[config.mk]
export PLATFORM = sky130hd
export DESIGN_NAME = amp_seq
export DESIGN_NICKNAME = d
export VERILOG_FILES = /design/src/rtl/amp_seq_pkg.sv /design/src/rtl/flt_sync_deb.sv /design/src/rtl/amp_seq.sv
export SDC_FILE = /design/constraint.sdc
export NUM_CORES = 1
export LEC_CHECK = 0
export BUFFER_PORTS_ARGS = -buffer_cell sky130_fd_sc_hd__clkbuf_2
export CAP_MARGIN = 20
export CORE_AREA = 2 2 83 65
export CTS_BUF_LIST = sky130_fd_sc_hd__clkbuf_8
export DETAILED_ROUTE_END_ITERATION = 16
export DIE_AREA = 0 0 85 67
export GPL_TIMING_DRIVEN = 1
export PLACE_DENSITY = 0.59
export SETUP_SLACK_MARGIN = 0.1
export SYNTH_ARGS = -nofsm -noshare
export SYNTH_HDL_FRONTEND = slang
export SYNTH_SLANG_ARGS = --single-unit
[constraint.sdc]
create_clock -name clk -period 3.97 [get_ports clk]
set_input_delay 0.1985 -clock clk [delete_from_list [all_inputs] [get_ports clk]]
set_output_delay 0.1985 -clock clk [all_outputs]
set_load 0.02 [all_outputs]
[src/rtl/amp_seq_pkg.sv]
// amp_seq shared types: state encoding (also used by LED/debug logic)
// and default timing constants for a 50 MHz system clock.
package amp_seq_pkg;

    typedef enum logic [2:0] {
        ST_IDLE   = 3'd0,
        ST_WARM   = 3'd1,
        ST_UNMUTE = 3'd2,
        ST_RUN    = 3'd3,
        ST_FAULT  = 3'd4,
        ST_RECOV  = 3'd5,
        ST_LOCK   = 3'd6
    } amp_state_t;

    localparam int PWRUP_CYC_DEF = 250000;
    localparam int RETRY_CYC_DEF = 2500000;
    localparam int FLT_DEB_DEF   = 16;
    localparam int MAX_RETRY_DEF = 3;

    function automatic int max_int(input int a, input int b);
        return (a > b) ? a : b;
    endfunction

endpackage

[src/rtl/flt_sync_deb.sv]
// Amp fault input: 2-flop synchronizer plus saturating low-level debounce.
// flt_det stays high while the debounce count sits at FLT_DEB.
module flt_sync_deb
    import amp_seq_pkg::*;
#(
    parameter int FLT_DEB = FLT_DEB_DEF
) (
    input  logic clk,
    input  logic rst_n,
    input  logic flt_n,
    output logic flt_s,
    output logic flt_det
);

    localparam int CW = $clog2(FLT_DEB + 1);
    localparam logic [CW-1:0] CNT_MAX = CW'(FLT_DEB);

    logic          s1_q, s1_d;
    logic          s2_q, s2_d;
    logic [CW-1:0] cnt_q, cnt_d;

    always_comb begin
        s1_d  = flt_n;
        s2_d  = s1_q;
        cnt_d = cnt_q;
        if (s2_q) begin
            cnt_d = '0;
        end else if (cnt_q != CNT_MAX) begin
            cnt_d = cnt_q + CW'(1);
        end
    end

    always_ff @(posedge clk or negedge rst_n) begin
        if (!rst_n) begin
            s1_q  <= 1'b1;
            s2_q  <= 1'b1;
            cnt_q <= '0;
        end else begin
            s1_q  <= s1_d;
            s2_q  <= s2_d;
            cnt_q <= cnt_d;
        end
    end

    assign flt_s   = s2_q;
    assign flt_det = (cnt_q == CNT_MAX);

endmodule

[src/rtl/amp_seq.sv]
// Class-D amp power/fault sequencer: warm-up, sample-aligned unmute, retry.
// Define AMP_SEQ_LOCKOUT_EN to enable the LOCK state after MAX_RETRY faults.
module amp_seq
    import amp_seq_pkg::*;
#(
    parameter int PWRUP_CYC = PWRUP_CYC_DEF,
    parameter int RETRY_CYC = RETRY_CYC_DEF,
    parameter int FLT_DEB   = FLT_DEB_DEF,
    parameter int MAX_RETRY = MAX_RETRY_DEF
) (
    input  logic       clk,
    input  logic       rst_n,
    input  logic       Flt_n,
    input  logic       seq_low,
    input  logic       vld,
    input  logic       clr_lock,
    output logic       sht_dwn,
    output logic       mute,
    output logic [2:0] state,
    output logic [2:0] retry_cnt,
    output logic       lockout
);

    localparam int TW = $clog2(max_int(PWRUP_CYC, RETRY_CYC)) + 1;
    localparam logic [TW-1:0] WARM_END  = TW'(PWRUP_CYC - 1);
    localparam logic [TW-1:0] RETRY_END = TW'(RETRY_CYC - 1);
    localparam logic [TW-1:0] RUN_SAT   = TW'(RETRY_CYC);

    amp_state_t    state_q, state_d;
    logic [TW-1:0] timer_q, timer_d;
    logic [2:0]    retry_q, retry_d;
    logic          sht_dwn_q, sht_dwn_d;
    logic          mute_q, mute_d;
    logic          lockout_q, lockout_d;
    logic          flt_s, flt_det;

    flt_sync_deb #(.FLT_DEB(FLT_DEB)) u_flt (
        .clk     (clk),
        .rst_n   (rst_n),
        .flt_n   (Flt_n),
        .flt_s   (flt_s),
        .flt_det (flt_det)
    );

`ifdef AMP_SEQ_LOCKOUT_EN
    localparam logic [2:0] MAX_R = 3'(MAX_RETRY);
`else
    logic unused_cfg;
    assign unused_cfg = clr_lock ^ (MAX_RETRY > 0);
`endif

    always_comb begin
        state_d = state_q;
        unique case (state_q)
            ST_IDLE:   if (seq_low) state_d = ST_WARM;
            // a vld on the warm-up expiry edge unmutes immediately
            ST_WARM: begin
                if (flt_det) state_d = ST_FAULT;
                else if (timer_q == WARM_END)
                    state_d = vld ? ST_RUN : ST_UNMUTE;
            end
            ST_UNMUTE: begin
                if (flt_det) state_d = ST_FAULT;
                else if (vld) state_d = ST_RUN;
            end
            ST_RUN:    if (flt_det) state_d = ST_FAULT;
            ST_FAULT:  state_d = ST_RECOV;
            ST_RECOV: begin
                if (flt_s && timer_q == RETRY_END) begin
`ifdef AMP_SEQ_LOCKOUT_EN
                    state_d = (retry_q >= MAX_R) ? ST_LOCK : ST_WARM;
`else
                    state_d = ST_WARM;
`endif
                end
            end
`ifdef AMP_SEQ_LOCKOUT_EN
            ST_LOCK:   if (clr_lock) state_d = ST_IDLE;
`else
            ST_LOCK:   state_d = ST_IDLE;
`endif
            default:   state_d = ST_IDLE;
        endcase
    end

    // shared timer restarts on every state change
    always_comb begin
        timer_d = '0;
        if (state_d == state_q) begin
            if (state_q == ST_WARM) begin
                timer_d = timer_q + TW'(1);
            end else if (state_q == ST_RUN) begin
                timer_d = (timer_q == RUN_SAT) ? timer_q : timer_q + TW'(1);
            end else if (state_q == ST_RECOV) begin
                timer_d = flt_s ? timer_q + TW'(1) : '0;
            end
        end
    end

    always_comb begin
        retry_d = retry_q;
        if (state_d == ST_FAULT && state_q != ST_FAULT) begin
            if (retry_q != 3'd7) retry_d = retry_q + 3'd1;
        end else if (state_q == ST_RUN && timer_q == RETRY_END) begin
            retry_d = '0;
        end else if (state_q == ST_LOCK && state_d == ST_IDLE) begin
            retry_d = '0;
        end
    end

    always_comb begin
        sht_dwn_d = !(state_d == ST_UNMUTE || state_d == ST_RUN);
        mute_d    = (state_d != ST_RUN);
`ifdef AMP_SEQ_LOCKOUT_EN
        lockout_d = (state_d == ST_LOCK);
`else
        lockout_d = 1'b0;
`endif
    end

    always_ff @(posedge clk or negedge rst_n) begin
        if (!rst_n) begin
            state_q   <= ST_IDLE;
            timer_q   <= '0;
            retry_q   <= '0;
            sht_dwn_q <= 1'b1;
            mute_q    <= 1'b1;
            lockout_q <= 1'b0;
        end else begin
            state_q   <= state_d;
            timer_q   <= timer_d;
            retry_q   <= retry_d;
            sht_dwn_q <= sht_dwn_d;
            mute_q    <= mute_d;
            lockout_q <= lockout_d;
        end
    end

    assign sht_dwn   = sht_dwn_q;
    assign mute      = mute_q;
    assign state     = state_q;
    assign retry_cnt = retry_q;
    assign lockout   = lockout_q;

endmodule

==> results of run 1 <==
[registers in the layout, indices dropped and copies added, names as in the netlist]
signal / flops
mute: 1
retry_cnt: 3
sht_dwn: 1
state: 3
timer_q: 23
u_flt.cnt_q: 5
u_flt.flt_s: 1
u_flt.s1_q: 1
[report_power, final]
part	switching [mW]	internal, mW
sequential	0.0452	0.416
combinational	0.0622	0.0625
clock	0.129	0.136
[synth_stat cells (all sizes together), types with 3 or more instances]
library cell,n,area (um2)
and3,3,18.8
and4,7,63.8
buf,5,32.5
clkbuf,3,12.5
dfrtp,34,851
dfstp,4,105
ha,6,75.1
inv,9,33.8
nand2,9,33.8
nand3,12,65.1
nand4,10,62.6
nor2,39,146
nor2b,3,18.8
nor3,5,25.0
nor3b,3,22.5
nor4,3,40.0
o21ai,3,15.0
or2,4,25.0
xnor2,9,78.8
xor2,16,140
[final timing paths]
kind	slack, ps	from	end
worst max-delay path	1840	timer_q[0]	timer_q[5]
worst min-delay path	250	vld	state[0]
worst max register to register	1840	timer_q[0]	timer_q[5]
worst min register to register	360	u_flt.s1_q	u_flt.flt_s
max in group asynchronous	3000	rst_n	u_flt.flt_s
min in group asynchronous	410	rst_n	timer_q[5]
[worst max-delay path: stages, from the launching register on]
cell and delay (ps):
dfrtp_1 430, ha_1 250, and4_1 280, nand3_1 120, o211a_1 290, o2bb2ai_2 520
nor2_1 120
[kinds of logic after synthesis]
group | count (synthesis)
simple gates | 108
flops | 38
xor+xnor | 25
compound gates | 19
buf+inv | 17
fa+ha+maj | 6
mux | 3
other cells | 1
[per-stage QoR]
stage	power, mW	hold WS [ps]	std cells	setup slack [ps]	cell area [um2]
detailed placement	0.589	288	282	1810	2240
floorplan	0.557	-97.1	217	2170	2140
global route	0.906	259	293	1630	2370
CTS	0.862	85.7	291	1810	2340
global placement	0.587	286	282	1840	2240
finish	0.851	250	293	1840	2370
[area by class of cell]
| cell class | count | area share |
|---|---|---|
| inverter | 9 | 0.0142 |
| tap | 60 | 0.0316 |
| clock inverter | 2 | 0.00316 |
| sequential | 38 | 0.403 |
| multi-input combinational | 162 | 0.465 |
| timing repair buffer | 16 | 0.0485 |
| clock buffer | 6 | 0.0348 |
[per-layer routing]
layer	wire length, um	vias to the layer above	part of all wire
li1	-	789	-
met1	2340	744	0.57
met4	70	0	0.017
met5	0	-	0
met3	106	7	0.026
met2	1560	18	0.38
[timing repair]
| item | in CTS | in global routing |
|---|---|---|
| gates resized for setup | 0 | 0 |
| endpoints found under the hold margin | 1 | 16 |
| setup buffers | 0 | 0 |
| hold buffers | 1 | 1 |
==> metrics.txt, run 1 <==
Max VDD drop 214 uV; total length of routed wires 4070 um; Core Util, Final 0.493; pin count of the biggest net entering global routing 39; #FFs+latches synth 38; Worst-Skew Late Latency 290 ps; status finished clean; cells on worst reg2reg path 6; CTS tree yes; vias per cell 5.32; Worst Hold Class input port to flop; Port Buffers 12; vias in the first global route 1466; Startpoint Class flop; ant diodes 0; final hold vios 0; CTS clock-pin slew for the worst setup and hold paths 70 ps; Synth Cell Area 0.00214 mm2; multiplexer area fraction after synthesis 0.0146; Post-synth ARST share 1.00; Post-Synth XOR/XNOR Area 0.102; GR Layer Usage met1 0.246; # rows 22; Netlist cell types 50; Hold Path Stages 3; die area 0.00570 mm2; layer with the highest usage met1; CP Class flop to flop; layout cell share with drive strength beyond 1 0.172; fin nets 244; vias 1558; Slew Limit Fails 0; Routed Antenna Nets 0; Setup TNS Final 0 ps; Max-Cap Viols 0; slew margin rel. 0.507; Remaining Overflow, GRT 0; RSZ-0062 raised after global routing no; drt pass-1 iters 4; Horiz. Die Dim 85 um; area of the multi-input gates 0.00110 mm2; core area 0.00482 mm2; global-route wire length before repair 7150 um; most frequent cells in the layout nor2_1, dfrtp_1, xor2_1, clkbuf_2; leakage power 1.06 nW; syn_area_per_cell 9.86 um2; P&R area growth vs syn 11.0%; Seq/Total Area, Yosys 0.447; worst slew pin tran 734 ps; Total GRT Usage 0.161; post-synthesis compound-gate area fraction 0.0702; EDFF count, synth 0; period utilisation layout 0.536; largest family of logic cells by synthesized area simple AND/OR/NAND/NOR gates; Starting Density 0.444; IO Pins 15; Reg area 956 um2; Adder-Cell Fraction of Synth Area 0.0351; clock sinks 38; final clock skew 7.53 ps; Syn Inst Count 217; fin crit period 2130 ps; Num CTS Buffers 5; Max H-tree Level 2; routability cong. 0.793; post-synthesis simple-gate area fraction 0.292; YS warnings 0; PwrDens 358 mW/mm2; DRC 0; met2 GRT Util 0.215; CTS root buf clkbuf_8; Routed WL per cell 13.9 um; top_reg_cell synth dfrtp_1; CTS Buffer Depth 2; HPWL Detailed 2920 um; FILL cells 429; initial DRC count 92; Synth Net Count 229; nature of the critical path endpoint flop; met3 capacity usage during global routing 0.0372; antenna violations before repair 0; Final Setup Violations 0; commonest non-fill, non-tap cell in the layout nor2_1; die height 67 um; crit path DAT 2280 ps; FMAX 470 MHz; critical path fanouts, max 13; CP Data Required Time 4120 ps
Power figures use the tool's default switching activity.
==> run 2: changes to the inputs <==
clock period = 2.1 ns   (was 3.97 ns; I/O delays follow)
==> run 2 against run 1 <==
Against the previous run: sequential power increased by 89%; routed wire length increased by 6.1%; combinational power increased by 100%; via count increased by 3.5%; hold slack got worse by 110 ps; register-to-register slack got worse by 1600 ps; non-clock buffer count increased by 13; die area unchanged; global-route usage increased by 0.72 points; clock skew decreased by 3.7 ps; fmax increased by 12%; clock power increased by 120%.
==> metrics.txt, run 2 (synthesized netlist as in run 1, its figures left out) <==
CTS root buf clkbuf_8; FILL cells 435; biggest regs timer_q (23), u_flt.cnt_q (5); Max stage delay on crit path 540 ps; commonest non-fill, non-tap cell in the layout nor2_1; Horiz. Die Dim 85 um; antenna violations before repair 0; Remaining Overflow, GRT 0; Total GRT Usage 0.169; Cell Int Power 1.24 mW; vias in the first global route 1451; Max H-tree Level 2; Largest register FFs 23; Setup TNS Final 0 ps; DRC 0; P_sw 0.456 mW; # rows 22; fin crit period 1900 ps; sequential share of power 0.512; initial DRC count 95; drt pass-1 iters 4; Routed WL per cell 14.1 um; Worst Hold End state[0]; Num CTS Buffers 5; Reg area 956 um2; PwrDens 678 mW/mm2; Max VDD drop 383 uV; layout cell share with drive strength beyond 1 0.248; die area 0.00570 mm2; Starting Density 0.444; Hold Path Stages 3; r2r setup slk 200 ps; nature of the critical path endpoint flop; clock power share 0.340; Final Setup Violations 0; CP Class flop to flop; R2R Path Start timer_q[19]; Largest Register timer_q; P&R area growth vs syn 17.1%; worst hold start vld; vias per cell 5.27; Sw Share 0.268; Worst-Skew Late Latency 290 ps; status finished clean; leakage power 1.13 nW; CTS clock-pin slew for the worst setup and hold paths 70 ps; total length of routed wires 4320 um; area of the multi-input gates 0.00113 mm2; Port Buffers 12; pin count of the biggest net entering global routing 39; CTS Buffer Depth 2; CP Data Required Time 2270 ps; HPWL Detailed 3110 um; largest delay contributor family on the critical path simple AND/OR/NAND/NOR gates; combinational share of power 0.148; die height 67 um; final clock skew 3.88 ps; WP buf/inv 0; RR Endpoint timer_q[16]; RSZ-0062 raised after global routing yes; final hold vios 0; Slowest cell on crit path or4_4; core area 0.00482 mm2; cells on worst reg2reg path 5; critical path fanouts, max 5; ant diodes 0; period utilisation layout 0.905; clock sinks 38; Hold WS 143 ps; IO Pins 15; Max-Cap Viols 0; fin nets 257; CTS tree yes; global-route wire length before repair 7270 um; most frequent cells in the layout nor2_1, dfrtp_1, xor2_1, buf_4, clkbuf_2; routability cong. 0.770; vias 1612; crit path DAT 2070 ps; Worst Hold Class input port to flop; Slew Limit Fails 0; FMAX 526 MHz; crit-path cells nor4_4, nand3_2, or4_4, o211ai_2, nor2_1; Startpoint Class flop; Routed Antenna Nets 0
-- run 2: area by class of cell --
class	count	share of cell area
Inverter	9	0.0135
Clock buffer	8	0.0439
Timing Repair Buffer	29	0.0819
Tap cell	60	0.0300
Sequential cell	38	0.381
Multi-Input combinational cell	162	0.449
-- run 2: how the worst max path moves through the flow --
stage,start,cells past startpoint,end
global route,u_flt.cnt_q[0],8,retry_cnt[0]
finish,timer_q[19],5,timer_q[16]
floorplan,u_flt.cnt_q[0],8,retry_cnt[0]
CTS,u_flt.cnt_q[0],8,timer_q[1]
detailed placement,timer_q[11],5,timer_q[14]
global placement,timer_q[11],5,timer_q[14]
-- run 2: per-layer routing --
metal  part of all wire  vias to the layer above  global-route usage  routed length, um
li1                   -                      803                   -                  -
met1               0.54                      774               0.253               2330
met2               0.40                       29               0.226               1720
met3              0.051                        6              0.0558                221
met4              0.012                        0              0.0476                 53
met5                  0                        -                   0                  0
-- run 2: power by group through the flow --
stage	clock network (mW)	registers, mW	logic (mW)
after global routing	0.641	0.878	0.285
after detailed placement	0	0.881	0.248
after global placement	0	0.881	0.243
after CTS	0.598	0.868	0.252
final	0.578	0.870	0.251
after floorplan	0	0.848	0.204
-- run 2: what timing repair did --
action                                  in CTS  in global routing
setup buffers                                0                  3
endpoints found under the setup margin       0                 26
hold endpoints to repair                    35                  0
resized for setup                            0                  6
hold buffers                                 2                  0
-- run 2: per-stage QoR --
step	worst slack, ps	util	cells	power (mW)	instance area (um2)
3_3_place_gp	199	0.484	293	1.12	2330
6_report	200	0.520	306	1.70	2510
3_5_place_dp	180	0.484	293	1.13	2330
2_1_floorplan	304	-	217	1.05	2140
4_1_cts	150	0.511	303	1.72	2460
5_1_grt	70.5	0.520	306	1.81	2510
-- run 2: tightest hold or removal path: stages --
cell and delay (ps):
clkbuf_2 100, o211ai_1 80, nand3_1 100
